===== config.mk =====
export PLATFORM = sky130hd
export DESIGN_NAME = wb_arbiter
export DESIGN_NICKNAME = d
export VERILOG_FILES = /design/src/rtl/wb_arbiter.sv
export SDC_FILE = /design/constraint.sdc
export NUM_CORES = 1
export LEC_CHECK = 0
export CORE_UTILIZATION = 54
export DETAILED_ROUTE_END_ITERATION = 8
export GPL_ROUTABILITY_DRIVEN = 0
export MAX_ROUTING_LAYER = met4
export PLACE_DENSITY_LB_ADDON = 0.12
export SYNTH_ARGS = -nofsm -noshare
export SYNTH_HDL_FRONTEND = slang
export SYNTH_SLANG_ARGS = --single-unit

===== constraint.sdc =====
create_clock -name clk -period 5.1 [get_ports clk]
set_input_delay 1.53 -clock clk [delete_from_list [all_inputs] [get_ports clk]]
set_output_delay 1.53 -clock clk [all_outputs]
set_load 0.05 [all_outputs]

===== src/rtl/wb_arbiter.sv =====
// wb_arbiter: register-file write-back arbiter.
// Merges memory-load results and ALU results onto a single registered
// register-file write port. Loads always win. ALU results that cannot be
// written in their arrival cycle wait in a 2-entry in-order FIFO. When the
// FIFO is full and no pop happens, an incoming ALU result is dropped and the
// sticky ovf flag is set.
// Optional feature macro: WB_ARBITER_FWD_EN adds two combinational forwarding
// ports. These ports look up the newest queued entry first and then the
// registered output write.
module wb_arbiter #(
    parameter int NUM_DOMAINS = 2
) (
    input  logic                     clk,
    input  logic                     reset,
    input  logic                     alu_valid,
    input  logic [3:0]               alu_addr,
    input  logic [NUM_DOMAINS*8-1:0] alu_data,
    input  logic                     ld_valid,
    input  logic [2:0]               ld_addr,
    input  logic [7:0]               ld_data,
`ifdef WB_ARBITER_FWD_EN
    input  logic [3:0]               fwd_addr1,
    input  logic [3:0]               fwd_addr2,
    output logic                     fwd_hit1,
    output logic [NUM_DOMAINS*8-1:0] fwd_data1,
    output logic                     fwd_hit2,
    output logic [NUM_DOMAINS*8-1:0] fwd_data2,
`endif
    output logic                     alu_stall,
    output logic                     wr_en,
    output logic [3:0]               wr_addr,
    output logic [NUM_DOMAINS*8-1:0] wr_data,
    output logic                     wr_RNS,
    output logic                     ovf
);

    localparam int W = NUM_DOMAINS * 8;

    // Write-source select codes
    localparam logic [1:0] SEL_NONE = 2'd0;
    localparam logic [1:0] SEL_LOAD = 2'd1;
    localparam logic [1:0] SEL_HEAD = 2'd2;
    localparam logic [1:0] SEL_BYP  = 2'd3;

    // Zero-extend an 8-bit load value to the full write-data width
    function automatic logic [W-1:0] zext_load(input logic [7:0] val);
        logic [W-1:0] res;
        res      = {W{1'b0}};
        res[7:0] = val;
        return res;
    endfunction

    // FIFO storage; contents are not reset because validity is tracked by count_r
    logic [3:0]   fifo_addr_r [2];
    logic [W-1:0] fifo_data_r [2];
    logic         wr_ptr_r;
    logic         rd_ptr_r;
    logic [1:0]   count_r;
    logic         ovf_r;

    logic         wr_en_r;
    logic [3:0]   wr_addr_r;
    logic [W-1:0] wr_data_r;
    logic         wr_rns_r;

    logic [1:0]   sel_s;
    logic         full_s;
    logic         pop_s;
    logic         push_s;
    logic         drop_s;
    logic [1:0]   count_nxt_s;
    logic [3:0]   nxt_addr_s;
    logic [W-1:0] nxt_data_s;
    logic         nxt_rns_s;

    assign full_s    = (count_r == 2'd2);
    assign alu_stall = full_s;

    // Priority selection: load, then FIFO head, then direct ALU bypass on empty FIFO
    always_comb begin
        sel_s = SEL_NONE;
        if (ld_valid) begin
            sel_s = SEL_LOAD;
        end else if (count_r != 2'd0) begin
            sel_s = SEL_HEAD;
        end else if (alu_valid) begin
            sel_s = SEL_BYP;
        end else begin
            sel_s = SEL_NONE;
        end
    end

    // FIFO control: pop on head select; queue an unselected ALU result unless there is no room
    always_comb begin
        pop_s  = (sel_s == SEL_HEAD);
        push_s = 1'b0;
        drop_s = 1'b0;
        if (alu_valid && (sel_s != SEL_BYP)) begin
            if (full_s && !pop_s) begin
                drop_s = 1'b1;
            end else begin
                push_s = 1'b1;
            end
        end else begin
            push_s = 1'b0;
            drop_s = 1'b0;
        end
    end

    // Next occupancy; push together with pop leaves the count unchanged
    always_comb begin
        case ({push_s, pop_s})
            2'b10:   count_nxt_s = count_r + 2'd1;
            2'b01:   count_nxt_s = count_r - 2'd1;
            default: count_nxt_s = count_r;
        endcase
    end

    // Write-port payload for the selected source
    always_comb begin
        case (sel_s)
            SEL_LOAD: begin
                nxt_addr_s = {1'b0, ld_addr};
                nxt_data_s = zext_load(ld_data);
                nxt_rns_s  = 1'b0;
            end
            SEL_HEAD: begin
                nxt_addr_s = fifo_addr_r[rd_ptr_r];
                nxt_data_s = fifo_data_r[rd_ptr_r];
                nxt_rns_s  = fifo_addr_r[rd_ptr_r][3];
            end
            SEL_BYP: begin
                nxt_addr_s = alu_addr;
                nxt_data_s = alu_data;
                nxt_rns_s  = alu_addr[3];
            end
            default: begin
                nxt_addr_s = wr_addr_r;
                nxt_data_s = wr_data_r;
                nxt_rns_s  = wr_rns_r;
            end
        endcase
    end

    // FIFO payload write at the tail
    always_ff @(posedge clk) begin
        if (push_s) begin
            fifo_addr_r[wr_ptr_r] <= alu_addr;
            fifo_data_r[wr_ptr_r] <= alu_data;
        end
    end

    // FIFO pointers, occupancy and sticky overflow flag
    always_ff @(posedge clk) begin
        if (reset) begin
            wr_ptr_r <= 1'b0;
            rd_ptr_r <= 1'b0;
            count_r  <= 2'd0;
            ovf_r    <= 1'b0;
        end else begin
            if (push_s) begin
                wr_ptr_r <= wr_ptr_r + 1'b1;
            end
            if (pop_s) begin
                rd_ptr_r <= rd_ptr_r + 1'b1;
            end
            count_r <= count_nxt_s;
            if (drop_s) begin
                ovf_r <= 1'b1;
            end
        end
    end

    // Registered write port; address/data/RNS hold when idle
    always_ff @(posedge clk) begin
        if (reset) begin
            wr_en_r   <= 1'b0;
            wr_addr_r <= 4'd0;
            wr_data_r <= {W{1'b0}};
            wr_rns_r  <= 1'b0;
        end else begin
            wr_en_r   <= (sel_s != SEL_NONE);
            wr_addr_r <= nxt_addr_s;
            wr_data_r <= nxt_data_s;
            wr_rns_r  <= nxt_rns_s;
        end
    end

    assign wr_en   = wr_en_r;
    assign wr_addr = wr_addr_r;
    assign wr_data = wr_data_r;
    assign wr_RNS  = wr_rns_r;
    assign ovf     = ovf_r;

`ifdef WB_ARBITER_FWD_EN
    logic         newest_idx_s;
    logic [W:0]   fwd1_s;
    logic [W:0]   fwd2_s;

    // The newest queued entry sits one slot behind the write pointer
    assign newest_idx_s = wr_ptr_r - 1'b1;

    // Forward lookup: newest queued entry wins over the registered output write
    function automatic logic [W:0] fwd_lookup(
        input logic [3:0]   addr,
        input logic         q_valid,
        input logic [3:0]   q_addr,
        input logic [W-1:0] q_data,
        input logic         o_valid,
        input logic [3:0]   o_addr,
        input logic [W-1:0] o_data
    );
        logic [W:0] res;
        res = {1'b0, {W{1'b0}}};
        if (q_valid && (q_addr == addr)) begin
            res = {1'b1, q_data};
        end else if (o_valid && (o_addr == addr)) begin
            res = {1'b1, o_data};
        end else begin
            res = {1'b0, {W{1'b0}}};
        end
        return res;
    endfunction

    // Combinational forwarding for both read ports
    always_comb begin
        fwd1_s = fwd_lookup(fwd_addr1, (count_r != 2'd0), fifo_addr_r[newest_idx_s],
                            fifo_data_r[newest_idx_s], wr_en_r, wr_addr_r, wr_data_r);
        fwd2_s = fwd_lookup(fwd_addr2, (count_r != 2'd0), fifo_addr_r[newest_idx_s],
                            fifo_data_r[newest_idx_s], wr_en_r, wr_addr_r, wr_data_r);
    end

    assign fwd_hit1  = fwd1_s[W];
    assign fwd_data1 = fwd1_s[W-1:0];
    assign fwd_hit2  = fwd2_s[W];
    assign fwd_data2 = fwd2_s[W-1:0];
`endif

endmodule


Yosys cells after proc, flatten, opt, wreduce, memory -nomap -nowiden
Memory sizes are Yosys's and may differ from the RTL's. A register that Yosys moved wholly into a read port is not among the register bits.
Index checks and enable logic that the tools add are counted.
- bits in registers: 27
- memories kept: 2
- memory bits (writable): 40
- input bits: 35
- output and inout bits: 24
- reductions and logical operators: 7
- equal/unequal tests: 7
- $add $sub $neg: 4
- mux-type cells: 17
- memories (memory ; depth ; bits a word ; read ports ; clocked after Yosys merged registers in ; wr ports ; RTL line ; RTL):
    fifo_data_r ; 2 ; 16 ; 1 ; 1 ; 1 ; 55 ; logic [W-1:0] fifo_data_r [2];
    fifo_addr_r ; 2 ; 4 ; 1 ; 1 ; 1 ; 54 ; logic [3:0] fifo_addr_r [2];
- operators with widths (operator ; number):
    16-bit one-hot mux with 3 select lines ; 1
    4-bit one-hot mux with 3 select lines ; 1
    1-bit 2-to-1 mux ; 10
    2-bit equality test, second input constant ; 4
    2-bit 2-to-1 mux ; 3
    2-bit nonzero test ; 3
    2-bit by 1-bit equality test with 1-bit output, second input constant ; 2
    2-bit one-hot mux with 2 select lines ; 1
    1-bit one-hot mux with 3 select lines ; 1
    3-bit nonzero test ; 1
    1-bit adder, second input constant ; 2
    2-bit by 1-bit adder with 2-bit output, second input constant ; 1
    1-bit logical AND ; 2
    2-bit inequality test, second input constant ; 1
    2-bit by 1-bit subtractor with 2-bit output, second input constant ; 1
    1-bit zero test ; 1

Depth between registers and ports, before layout
- word-level depth: 10
- depth in mapped cells: 6
- depth with buffers taken out: 4

Worst setup path after synthesis
No wires, ideal clock.
- path type: input port to flip-flop
- from: in ld_valid
- to: mem fifo_addr_r[0][0], enable pin
- required time: 4.703 ns
- buffers on the path: 1
- slack: 1.864 ns
- arrival time: 2.840 ns
- cell stages on the path: 4
- cell sequence: buf_2 -> xor2_1 -> o21ai_1 -> nor2_1
- longest elaborated chain between the ends: 8
- elaborated cells between the ends (all ways): 10
- those cells by class: eq/ne (2); mux (5); reduce/logical (3)
- RTL lines (what ; RTL line ; RTL):
    from (decl) ; 18 ; input logic ld_valid,
    2-bit 2-to-1 mux * ; 82 ; if (ld_valid) begin
    2-bit equality test ; 95 ; pop_s = (sel_s == SEL_HEAD);
    1-bit zero test ; 99 ; if (full_s && !pop_s) begin
    1-bit logical AND ; 99 ;
    1-bit 2-to-1 mux ; 99 ;
    1-bit 2-to-1 mux * ; 98 ; if (alu_valid && (sel_s != SEL_BYP)) begin
    1-bit 2-to-1 mux * ; 147 ; if (push_s) begin
    1-bit 2-to-1 mux (not written as such) * ; 148 ; fifo_addr_r[wr_ptr_r] <= alu_addr;
    to (decl) ; 54 ;
Mark *: on every way between the ends. The rest lies on a longest branch, timed or not.

Worst setup path in the final report
- from: reg count_r[1]
- to: out alu_stall
- longest elaborated chain between the ends: 1
- RTL lines (what ; RTL line ; RTL):
    from (decl) ; 58 ; logic [1:0] count_r;
    from (signal assigned) ; 167 ; count_r <= count_nxt_s;
    2-bit equality test ; 76 ; assign full_s = (count_r == 2'd2);
    to (decl) ; 29 ; output logic alu_stall,
No other way between the ends.

==> impl_results.md <==
- Status: completed
- Syn Nets: between 200 and 300
- Antenna Violating Nets Remaining: 0
- Most frequent cells in the layout: clkdlybuf4s50_1 (58), edfxtp_1 (40), dfxtp_1 (27)
- Final Slew Violations: 0
- FILL cells: around 360
- Tot GR Track Use: 0.231
- RSZ-0062 raised after global routing: no
- Slew HR: 0.211
- Critical path required time: 3.57 ns
- Placed insts: about 330
- Final setup fails: 0
- Max Freq: a little under 300 MHz
- Synthesized area: between 2000 and 3000 µm²
- Initial Util: 0.571
- Die W: 73.3 µm
- PostCTS Resize Cnt: 0
- Post-synthesis sequential area ratio: 0.634
- DR DRC count: 0
- DRT iter0 DRCs: 151
- Max IR drop VDD: about 260 µV
- Fin cells: approximately 350
- Min Tclk post-route: 3.39 ns
- Total negative slack: 0 ns
- H-tree depth: 3
- Port buffer count: 58
- CP arrival: approximately 1.9 ns
- Clock transition at the registers of the reported paths: around 0.070 ns
- Worst setup EP type: primary output
- CP max FO: 9
- Clk root buf: clkbuf_8
- Total die area: around 5400 µm²
- Vias in the first global route: approximately 1,800
- Seq cells post-synth: 67
- Clock latency on the worst-skew pair: 0.33 ns
- CTS tree: yes
- Critical path class: flop to primary output
- Worst slack at placement: approximately 1.4 ns
- Cell Area, Placed: 3350 µm²
- Hold WC Path Type: flop to flop
- TritonCTS buffer count: 9
- WL final: approximately 5700 µm
- Post-synth cell types: 28
- Avg Inst Size Synth: around 13 µm²
- Commonest non-fill, non-tap cell in the layout: clkdlybuf4s50_1
- Hold_buf cts: 0
- Initial antenna violation count: 0
- Final Util: 0.737
- CTS Sinks: 67
- Postcts setup bufs: 0
- Fin. Hold Viols: 0
- Diodes inserted: 0
- Largest net degree at the start of global routing: 31
- Synthesized instance count: 219
- Leak Pwr: roughly 1.2 nW
- First-pass GRT wire length: 8700 µm
- Pwr Total: approximately 1.3 mW
- Least-Margin Pin Slew: around 1.2 ns
- Max clock buf depth: 2
- Clk_skew: 0.00731 ns
- Hpwl dp: roughly 3600 µm
- Vias: approximately 1,900
- Core area: 4820 µm²
- Crit share post-route: 0.664
- Hold WS: 0.471 ns
- Final setup margin: 1.71 ns
- Die H: 73.3 µm
- Overflow after GRT: 0
- Drt wl/cell: roughly 17 µm
- Num rows: 25
- Nets@finish: 311
- Fraction of layout cells with a size suffix above 1: 0.0854
- Vias/cell: between 5 and 6
- Cell Pwr Density: around 360 nW/µm²
- I/O Pins: 59
- Area grow syn2layout: 29.2%
- Worst Setup Start Kind: flop
- Synth Warn #: 0
- Final instance area: around 3600 µm²
- Drt pass-1 iters: 4
- Max_cap viols: 0
==> path summary, 6_finish.rpt <==
kind / startpoint / slack, ns / cells after the start / to
worst max-delay path: count_r[1] / 1.71 / 2 / alu_stall
worst min-delay path: wr_data[4] / 0.47 / 1 / wr_data[4]
worst max register to register: count_r[1] / 2.97 / 4 / wr_data[2]
worst min register to register: wr_data[4] / 0.47 / 1 / wr_data[4]
==> state kept, by name, indices dropped and copies added, names as in the netlist, named ones only <==
signal       cells
ovf              1
fifo_data_r     32
wr_ptr_r         1
count_r          2
wr_en            1
wr_addr          4
wr_data         16
fifo_addr_r      8
rd_ptr_r         1
==> critical path, cell delays in order, from the launching register on <==
cell and delay [ns]:
dfxtp_1 0.49, nor2b_1 0.21, clkdlybuf4s50_1 0.83
==> routing by layer <==
layer | global-route usage | vias to the layer above | part of all wire
met4 | 0.0962 | 0 | 0.0089
li1 | - | 927 | -
met2 | 0.366 | 57 | 0.49
met1 | 0.296 | 923 | 0.46
met3 | 0.0412 | 5 | 0.038
met5 | - | - | 0
==> cell type report <==
type | instances | area (µm²) | share of cell area
repair buffers | 61 | 603 | 0.170
well taps | 67 | 83.8 | 0.0236
multi-input cells | 132 | 902 | 0.254
flip-flops and latches | 67 | 1740 | 0.490
clock inverters | 5 | 51.3 | 0.0144
clock buffers | 11 | 151 | 0.0426
inverters | 5 | 18.8 | 0.00528
==> power by group <==
part / leakage (nW) / internal (mW) / switching, mW
sequential: 0.592 / 0.609 / 0.0192
clock: 0.103 / 0.249 / 0.192
combinational: 0.492 / 0.0825 / 0.119
==> cell families (layout without fill, tap and decap cells) <==
logic type,count (synthesis),in the layout,share of synthesized area
AOI/OAI and AO/OA,56,56,0.134
buffers and inverters,20,82,0.0401
xor gates and xnor gates,4,4,0.0127
DFF,67,67,0.634
muxes,20,20,0.0728
and+or+nand+nor,52,52,0.107
==> cell usage after synthesis, drive strengths merged <==
| library cell | instances | area (µm²) |
|---|---|---|
| a32o | 8 | 80.1 |
| a21oi | 10 | 53.8 |
| nor3b | 9 | 67.6 |
| mux2i | 20 | 200 |
| or2b | 5 | 37.5 |
| buf | 13 | 83.8 |
| or2 | 1 | 8.76 |
| a31oi | 4 | 25.0 |
| clkbuf | 2 | 7.51 |
| xor2 | 2 | 17.5 |
| a22oi | 3 | 22.5 |
| a2111oi | 1 | 8.76 |
| nor2 | 15 | 61.3 |
| nand2b | 12 | 75.1 |
| nor2b | 1 | 6.26 |
| dfxtp | 27 | 541 |
| edfxtp | 40 | 1200 |
| a211oi | 11 | 82.6 |
| xnor2 | 2 | 17.5 |
| nor3 | 3 | 15.0 |
| o21ai | 19 | 95.1 |
| inv | 5 | 18.8 |
| nand2 | 6 | 22.5 |
Power figures use the tool's default switching activity.
